`src/rtl/banked_register_file.sv`:
```
// rtl/banked_register_file.sv - banked register file with MSP/PSP R13 banking, R15 branch output and write bypass
// R15 is never stored; physical slot 15 holds PSP so storage is a flat 16-entry array.
module banked_register_file #(
  parameter int          DATA_WIDTH   = 32,
  parameter int          NUM_RD_PORTS = 3,
  parameter logic [31:0] MSP_RESET    = 32'h2000_1000
) (
  input  logic                           clk,
  input  logic                           rst_n,
  input  logic [NUM_RD_PORTS*4-1:0]      rd_addr,
  output logic [NUM_RD_PORTS*DATA_WIDTH-1:0] rd_data,
  input  logic                           wr0_en,
  input  logic [3:0]                     wr0_addr,
  input  logic [DATA_WIDTH-1:0]          wr0_data,
  input  logic                           wr1_en,
  input  logic [3:0]                     wr1_addr,
  input  logic [DATA_WIDTH-1:0]          wr1_data,
  input  logic                           sp_sel,
  input  logic [DATA_WIDTH-1:0]          pc_in,
  output logic                           pc_wr_valid,
  output logic [DATA_WIDTH-1:0]          pc_wr_data,
  output logic                           wr_conflict
);

  localparam logic [DATA_WIDTH-1:0] SP_MASK  = {{(DATA_WIDTH-2){1'b1}}, 2'b00};
  localparam logic [DATA_WIDTH-1:0] PC_MASK  = {{(DATA_WIDTH-1){1'b1}}, 1'b0};
  localparam logic [DATA_WIDTH-1:0] MSP_INIT = DATA_WIDTH'(MSP_RESET) & SP_MASK;
  localparam logic [3:0]            ADDR_SP  = 4'd13;
  localparam logic [3:0]            ADDR_PC  = 4'd15;

  logic [DATA_WIDTH-1:0] r_regs [16];
  logic                  r_pc_wr_valid;
  logic [DATA_WIDTH-1:0] r_pc_wr_data;
  logic                  r_wr_conflict;

  logic                  w_wr0_store;
  logic                  w_wr1_store;
  logic                  w_wr0_pc;
  logic                  w_wr1_pc;
  logic [3:0]            w_wr0_idx;
  logic [3:0]            w_wr1_idx;
  logic [DATA_WIDTH-1:0] w_wr0_data;
  logic [DATA_WIDTH-1:0] w_wr1_data;

  function automatic logic [3:0] phys_idx(input logic [3:0] addr, input logic sel);
    return (addr == ADDR_SP && sel) ? ADDR_PC : addr;
  endfunction

  assign w_wr0_store = wr0_en && (wr0_addr != ADDR_PC);
  assign w_wr1_store = wr1_en && (wr1_addr != ADDR_PC);
  assign w_wr0_pc    = wr0_en && (wr0_addr == ADDR_PC);
  assign w_wr1_pc    = wr1_en && (wr1_addr == ADDR_PC);
  assign w_wr0_idx   = phys_idx(wr0_addr, sp_sel);
  assign w_wr1_idx   = phys_idx(wr1_addr, sp_sel);
  assign w_wr0_data  = (wr0_addr == ADDR_SP) ? (wr0_data & SP_MASK) : wr0_data;
  assign w_wr1_data  = (wr1_addr == ADDR_SP) ? (wr1_data & SP_MASK) : wr1_data;

  // wr1 is applied after wr0 so it wins on a same-entry collision.
  always_ff @(posedge clk or negedge rst_n) begin
    if (!rst_n) begin
      for (int i = 0; i < 16; i++) r_regs[i] <= '0;
      r_regs[13] <= MSP_INIT;
      r_regs[14] <= '1;
    end else begin
      if (w_wr0_store) r_regs[w_wr0_idx] <= w_wr0_data;
      if (w_wr1_store) r_regs[w_wr1_idx] <= w_wr1_data;
    end
  end

  always_ff @(posedge clk or negedge rst_n) begin
    if (!rst_n) begin
      r_pc_wr_valid <= 1'b0;
      r_pc_wr_data  <= '0;
      r_wr_conflict <= 1'b0;
    end else begin
      r_pc_wr_valid <= w_wr0_pc || w_wr1_pc;
      if (w_wr1_pc)      r_pc_wr_data <= wr1_data & PC_MASK;
      else if (w_wr0_pc) r_pc_wr_data <= wr0_data & PC_MASK;
      r_wr_conflict <= wr0_en && wr1_en && (wr0_addr == wr1_addr);
    end
  end

  assign pc_wr_valid = r_pc_wr_valid;
  assign pc_wr_data  = r_pc_wr_data;
  assign wr_conflict = r_wr_conflict;

  // Same-cycle writes are forwarded so a reader never sees a stale value.
  for (genvar k = 0; k < NUM_RD_PORTS; k++) begin : g_rd
    logic [3:0]            w_ra;
    logic [DATA_WIDTH-1:0] w_rd;

    assign w_ra = rd_addr[4*k +: 4];

    always_comb begin
      w_rd = r_regs[phys_idx(w_ra, sp_sel)];
      if (w_ra == ADDR_PC)                       w_rd = pc_in;
      else if (w_wr1_store && wr1_addr == w_ra)  w_rd = w_wr1_data;
      else if (w_wr0_store && wr0_addr == w_ra)  w_rd = w_wr0_data;
    end

    assign rd_data[k*DATA_WIDTH +: DATA_WIDTH] = w_rd;
  end

endmodule

```
`config.mk`:
```
export PLATFORM = sky130hd
export DESIGN_NAME = banked_register_file
export DESIGN_NICKNAME = d
export VERILOG_FILES = /design/src/rtl/banked_register_file.sv
export SDC_FILE = /design/constraint.sdc
export NUM_CORES = 2
export LEC_CHECK = 0
export BUFFER_PORTS_ARGS = -buffer_cell sky130_fd_sc_hd__buf_2
export CELL_PAD_IN_SITES_DETAIL_PLACEMENT = 0
export CELL_PAD_IN_SITES_GLOBAL_PLACEMENT = 2
export CORE_MARGIN = 4
export CORE_UTILIZATION = 36
export DETAILED_ROUTE_END_ITERATION = 12
export PLACE_DENSITY_LB_ADDON = 0.1
export SYNTH_ARGS = -nofsm -noshare
export SYNTH_HDL_FRONTEND = slang
export SYNTH_SLANG_ARGS = --single-unit
```
`constraint.sdc`:
```
create_clock -name clk -period 2.7 [get_ports clk]
set_clock_uncertainty 0.1 [all_clocks]
set_input_delay 0.54 -clock clk [delete_from_list [all_inputs] [get_ports clk]]
set_output_delay 0.54 -clock clk [all_outputs]
set_load 0.01 [all_outputs]
```
==> Word level (Yosys, flattened, before mapping) <==
Cells that the tools add are included.
{ "totals": {"in_bits": 121, "register_bits": 546, "out_inout_bits": 130, "wordCells": 106} }
{ "classes": {"magnitude_cmp": 7, "muxes": 35, "reduce_logical": 21, "n_eq_ne": 19, "bitwise": 5} }
{ "ops": {"columns": ["op", "count"], "rows": [
  ["$bwmux 512", 2],
  ["$mux 512", 2],
  ["$mux 32", 19],
  ["$bmux 32 s4", 3],
  ["$demux 32 s4", 2],
  ["$eq 4x4->1 const B", 10],
  ["$eq 4x4->1", 7],
  ["$ge 5x5->1 const B", 5],
  ["$not 4->5", 5],
  ["$mux 4", 5],
  ["$logic_and 1x1->1", 19],
  ["$lt 5x1->1 const B", 2],
  ["$ne 4x4->1 const B", 2],
  ["$mux 2", 2],
  ["$reduce_bool 2->1", 1],
  ["$logic_or 1x1->1", 1]
]} }

==> Logic depth before layout (Yosys ltp) <==
{ "depth": {"depth_word": 12, "ltp_mapped": 10} }

==> Least setup slack after synthesis <==
Ideal clock, no wire load.
{ "synth_timing": {"path_kind": "input to output", "startpoint": "input rd_addr[9]", "endpoint": "output rd_data[93]", "arrival_time_ns": 2.180, "path_stages": 6, "n_path_buf": 1, "path_slack_ns": -0.120, "path_cell_list": "buf_2 a41oi_4 mux4_2 mux2_2 a2111oi_0 a211oi_1"} }
{ "synth_between": {"elab_chain_len": 10, "elab_cells_between_ends": 15, "cone_classes": "4 x eq/ne; 7 x mux; 1 x bitwise; 3 x reduce/logical"} }
{ "synth_rtl": {"columns": ["item", "line_no", "text"], "rows": [
  ["from (decl)", "10", "input logic [NUM_RD_PORTS*4-1:0] rd_addr,"],
  ["$eq 4x4->1", "46", "return (addr == ADDR_SP && sel) ? ADDR_PC : addr;"],
  ["$logic_and 1x1->1", "46", null],
  ["$mux 4", "46", null],
  ["$not 4->5 (implied by the code)", "95", "w_rd = r_regs[phys_idx(w_ra, sp_sel)];"],
  ["$bmux 32 s4", "95", null],
  ["$mux 32 (implied by the code) (2 in series)", "95", null],
  ["$mux 32", "98", "else if (w_wr0_store && wr0_addr == w_ra) w_rd = w_wr0_data;"],
  ["$mux 32", "97", "else if (w_wr1_store && wr1_addr == w_ra) w_rd = w_wr1_data;"],
  ["$mux 32 (*)", "96", "if (w_ra == ADDR_PC) w_rd = pc_in;"],
  ["to (decl)", "11", "output logic [NUM_RD_PORTS*DATA_WIDTH-1:0] rd_data,"]
]} }
Every way passes the cells marked *; elsewhere a longest branch is shown, timed or not. The select of a mux whose other input is x is not followed.

==> Worst setup path after layout <==
{ "layout_timing": {"startpoint": "register r_regs[480] (netlist name)", "endpoint": "output rd_data[32]"} }
{ "layout_between": {"elab_chain_len": 6} }
{ "layout_rtl": {"columns": ["item", "line_no", "text"], "rows": [
  ["from (decl)", "31", "logic [DATA_WIDTH-1:0] r_regs [16];"],
  ["from (signal, indexed assignment)", "65", "if (w_wr0_store) r_regs[w_wr0_idx] <= w_wr0_data;"],
  ["from (signal, indexed assignment)", "66", "if (w_wr1_store) r_regs[w_wr1_idx] <= w_wr1_data;"],
  ["$bmux 32 s4", "95", null],
  ["$mux 32 (implied by the code) (2 in series)", "95", null],
  ["$mux 32", "98", null],
  ["$mux 32", "97", null],
  ["$mux 32", "96", null]
]} }
Every way passes these cells. The select of a mux whose other input is x is not followed.

==> metrics.yaml <==
routing:
  vias: 42300
  totalWireLength_um: 242000
  drtIter0Drc: 5271
  ant_nets: 0
  viasPerCell: 6.46
  drc: 0
  wl_per_cell_um: 36.9
  dr.pass1.iters: 8
sta:
  rsz0062_at_grt: "yes"
  slew_viol_final: 0
  setup_tns_ns: -34.75
  fin_crit_sh: 1.18
  hold_violations: 0
  setup_viol: 96
  slew_headroom: 0.479
  max_freq_mhz: 315
  tightest_slew_ns: 0.780
  min_period_ns: 3.17
  timing.final.ws_setup_ns: -0.473
place:
  dp_hpwl_um: 157000
  port_buffers: 249
  dp_slack_ns: -1.17
  gp_congestion: 0.942
logic_synthesis:
  synthesis.instances: 4344
  synth_cell_types: 67
  async_flop_share: 1.00
  syn_area_um2: 40700
  ys_ff_latch: 545
  syn_nets: 4465
  avgSynthCellArea_um2: 9.36
  synth.yosys.seq_area_share: 0.336
  synth_edf_count: 0
  yosysWarnings: 0
  ys.flop_type: "dfrtp_1"
die:
  die_h_um: 344
  io_pins: 251
  core_area_um2: 112000
  dieArea_um2: 118000
  start_util: 0.362
  die_x_um: 344
  rows: 123
cts:
  cts_sinks: 545
  clock_latency_ns: 0.67
  root_buffer: "clkbuf_16"
  cts_max_path_buffers: 3
  cts_tree: "done"
  path_clk_slew_ns: 0.06
  h-tree-depth: 3
  cts_buffers: 73
power_and_ir_drop:
  p_switching_w: 0.0136
  pwr-share-comb: 0.367
  power.clock.fraction: 0.282
  swShare: 0.370
  p_per_area_nw_per_um2: 635
  p_int_w: 0.0231
  leakagePower_nw: 26.2
  irDropWorstVdd_uv: 420
  p_seq_frac: 0.351
global_routing:
  track_usage: 0.395
  grt_pass1_vias: 40600
  grt_pass1_wl_um: 330000
  antenna_found_initial: 8
  grt-ovfl-total: 0
  grt_max_degree: 85
outcome:
  status: "finished, violations left"
  violations: "negative setup slack"
worst_setup_path:
  r2r_cells: 4
  crit_path_end_kind: "output pin"
  worstPathMaxFanout: 3
  crit_type: "flop to output pin"
  cp_slowest_cell: "a2111o_1"
  cp.arrival_ns: 2.53
  crit_path_start_kind: "flop"
  crit_required_ns: 2.06
  crit_chain: "buf_4 > mux2_4 > a221oi_2 > a221o_1 > a2111o_1 > a21oi_2 > buf_2"
  critPathMaxStageDelay_ns: 0.54
worst_hold_path:
  worstHoldPathCells: 3
  worstHoldPathType: "input port to flop"
final_layout:
  mostFrequentLayoutCell: "mux2i_1"
  nFillCells: 10300
  syn_to_final_growth_pct: 42.1
  nets: 5103
  drive_gt1_frac: 0.384
  final_cell_mix: "mux2i_1, dfrtp_1, buf_4"
run:
  cap_violations: 0
-- per-layer routing --
metal	share of wire	wire, um	track usage	vias up
met4	0.063	15100	0.192	6
met5	0.00018	43	0	-
li1	-	-	-	17500
met1	0.40	95700	0.528	21300
met2	0.43	105000	0.602	2782
met3	0.11	26200	0.0961	676
-- state kept, by name, indices dropped and copies added (netlist names) --
name         cells
r_regs         512
pc_wr_data      31
pc_wr_valid      1
wr_conflict      1
-- path summary, 6_finish.rpt --
path / slack, ns / from / to
worst max register to register: 1.58 / r_regs[359] / r_regs[359]
worst min-delay path: 0.08 / wr1_data[1] / pc_wr_data[1]
worst max-delay path: -0.47 / r_regs[480] / rd_data[32]
max in group asynchronous: 1.29 / rst_n / r_regs[57]
worst min register to register: 0.46 / r_regs[32] / r_regs[32]
min in group asynchronous: 0.27 / rst_n / r_regs[164]
-- repair_timing --
item	in CTS	in global routing
gates cloned	24	7
buffers inserted	168	59
endpoints found under the hold margin	23	0
endpoints found under the setup margin	96	96
hold buffers	1	0
pin swaps	246	158
gates resized for setup	663	250
-- layout make-up --
| type | instances | area (um2) | share of cell area |
|---|---|---|---|
| multi-input combinational | 3221 | 27700 | 0.479 |
| sequential | 545 | 13700 | 0.237 |
| timing repair buffer | 1099 | 11900 | 0.206 |
| clock buffer | 109 | 2130 | 0.0369 |
| tap | 1500 | 1880 | 0.0325 |
| clock inverter | 25 | 333 | 0.00576 |
| inverter | 42 | 170 | 0.00294 |
| antenna | 2 | 5.00 | 0.0000866 |
-- stage by stage --
step	cell area, um2	instances	hold slack (ns)	total power, W	utilization
floorplan	40900	4344	0.144	0.0186	-
global placement	48700	6204	0.360	0.0238	0.434
detailed placement	48700	6204	0.357	0.0239	0.434
CTS	56300	6500	0.0478	0.0360	0.501
global route	57800	6541	0.0739	0.0381	0.515
finish	57800	6543	0.0807	0.0367	0.515
-- kinds of logic (layout without fill, tap and decap cells) --
family	after synthesis	in the layout	share of synthesized area
compound gates	1247	1247	0.192
xor+xnor	25	25	0.00538
buf+inv	578	1275	0.0643
flops	545	545	0.336
mux	998	998	0.302
other cells	1	3	0.0000922
simple gates	950	950	0.100
-- worst max-delay path, delay by kind of cell, from the launching register on --
kind | cells | cell delay, ns
DFF | 1 | 0.35
AOI/OAI and AO/OA | 4 | 1.07
muxes | 1 | 0.15
buffers and inverters | 2 | 0.29
-- Yosys cell counts, drive strengths merged (14+ instances only) --
| master | count | area share |
|---|---|---|
| inv | 41 | 0.0038 |
| a211o | 18 | 0.0039 |
| nand2 | 362 | 0.033 |
| nand3b | 18 | 0.0033 |
| nand4 | 35 | 0.0054 |
| o21a | 16 | 0.0030 |
| nor2 | 367 | 0.034 |
| a21oi | 530 | 0.065 |
| o21ai | 258 | 0.032 |
| a21o | 14 | 0.0026 |
| nor2b | 14 | 0.0022 |
| clkbuf | 355 | 0.033 |
| a2111oi | 16 | 0.0036 |
| and3 | 18 | 0.0028 |
| dfstp | 34 | 0.022 |
| o221ai | 48 | 0.010 |
| nand3 | 96 | 0.012 |
| o22ai | 89 | 0.014 |
| a22oi | 29 | 0.0054 |
| a221oi | 60 | 0.013 |
| buf | 181 | 0.028 |
| a221o | 47 | 0.012 |
| o2111ai | 50 | 0.011 |
| mux4 | 180 | 0.10 |
| dfrtp | 511 | 0.31 |
| mux2 | 34 | 0.0094 |
| xnor2 | 17 | 0.0037 |
| mux2i | 784 | 0.19 |
-- power by group through the flow --
stage               clock network, W  registers [W]  logic (W)
finish                        0.0104         0.0129     0.0135
global route                  0.0108         0.0131     0.0142
CTS                           0.0105         0.0128     0.0128
detailed placement                 0         0.0129     0.0111
global placement                   0         0.0129     0.0110
floorplan                          0         0.0119    0.00669
Power figures use the tool's default switching activity.
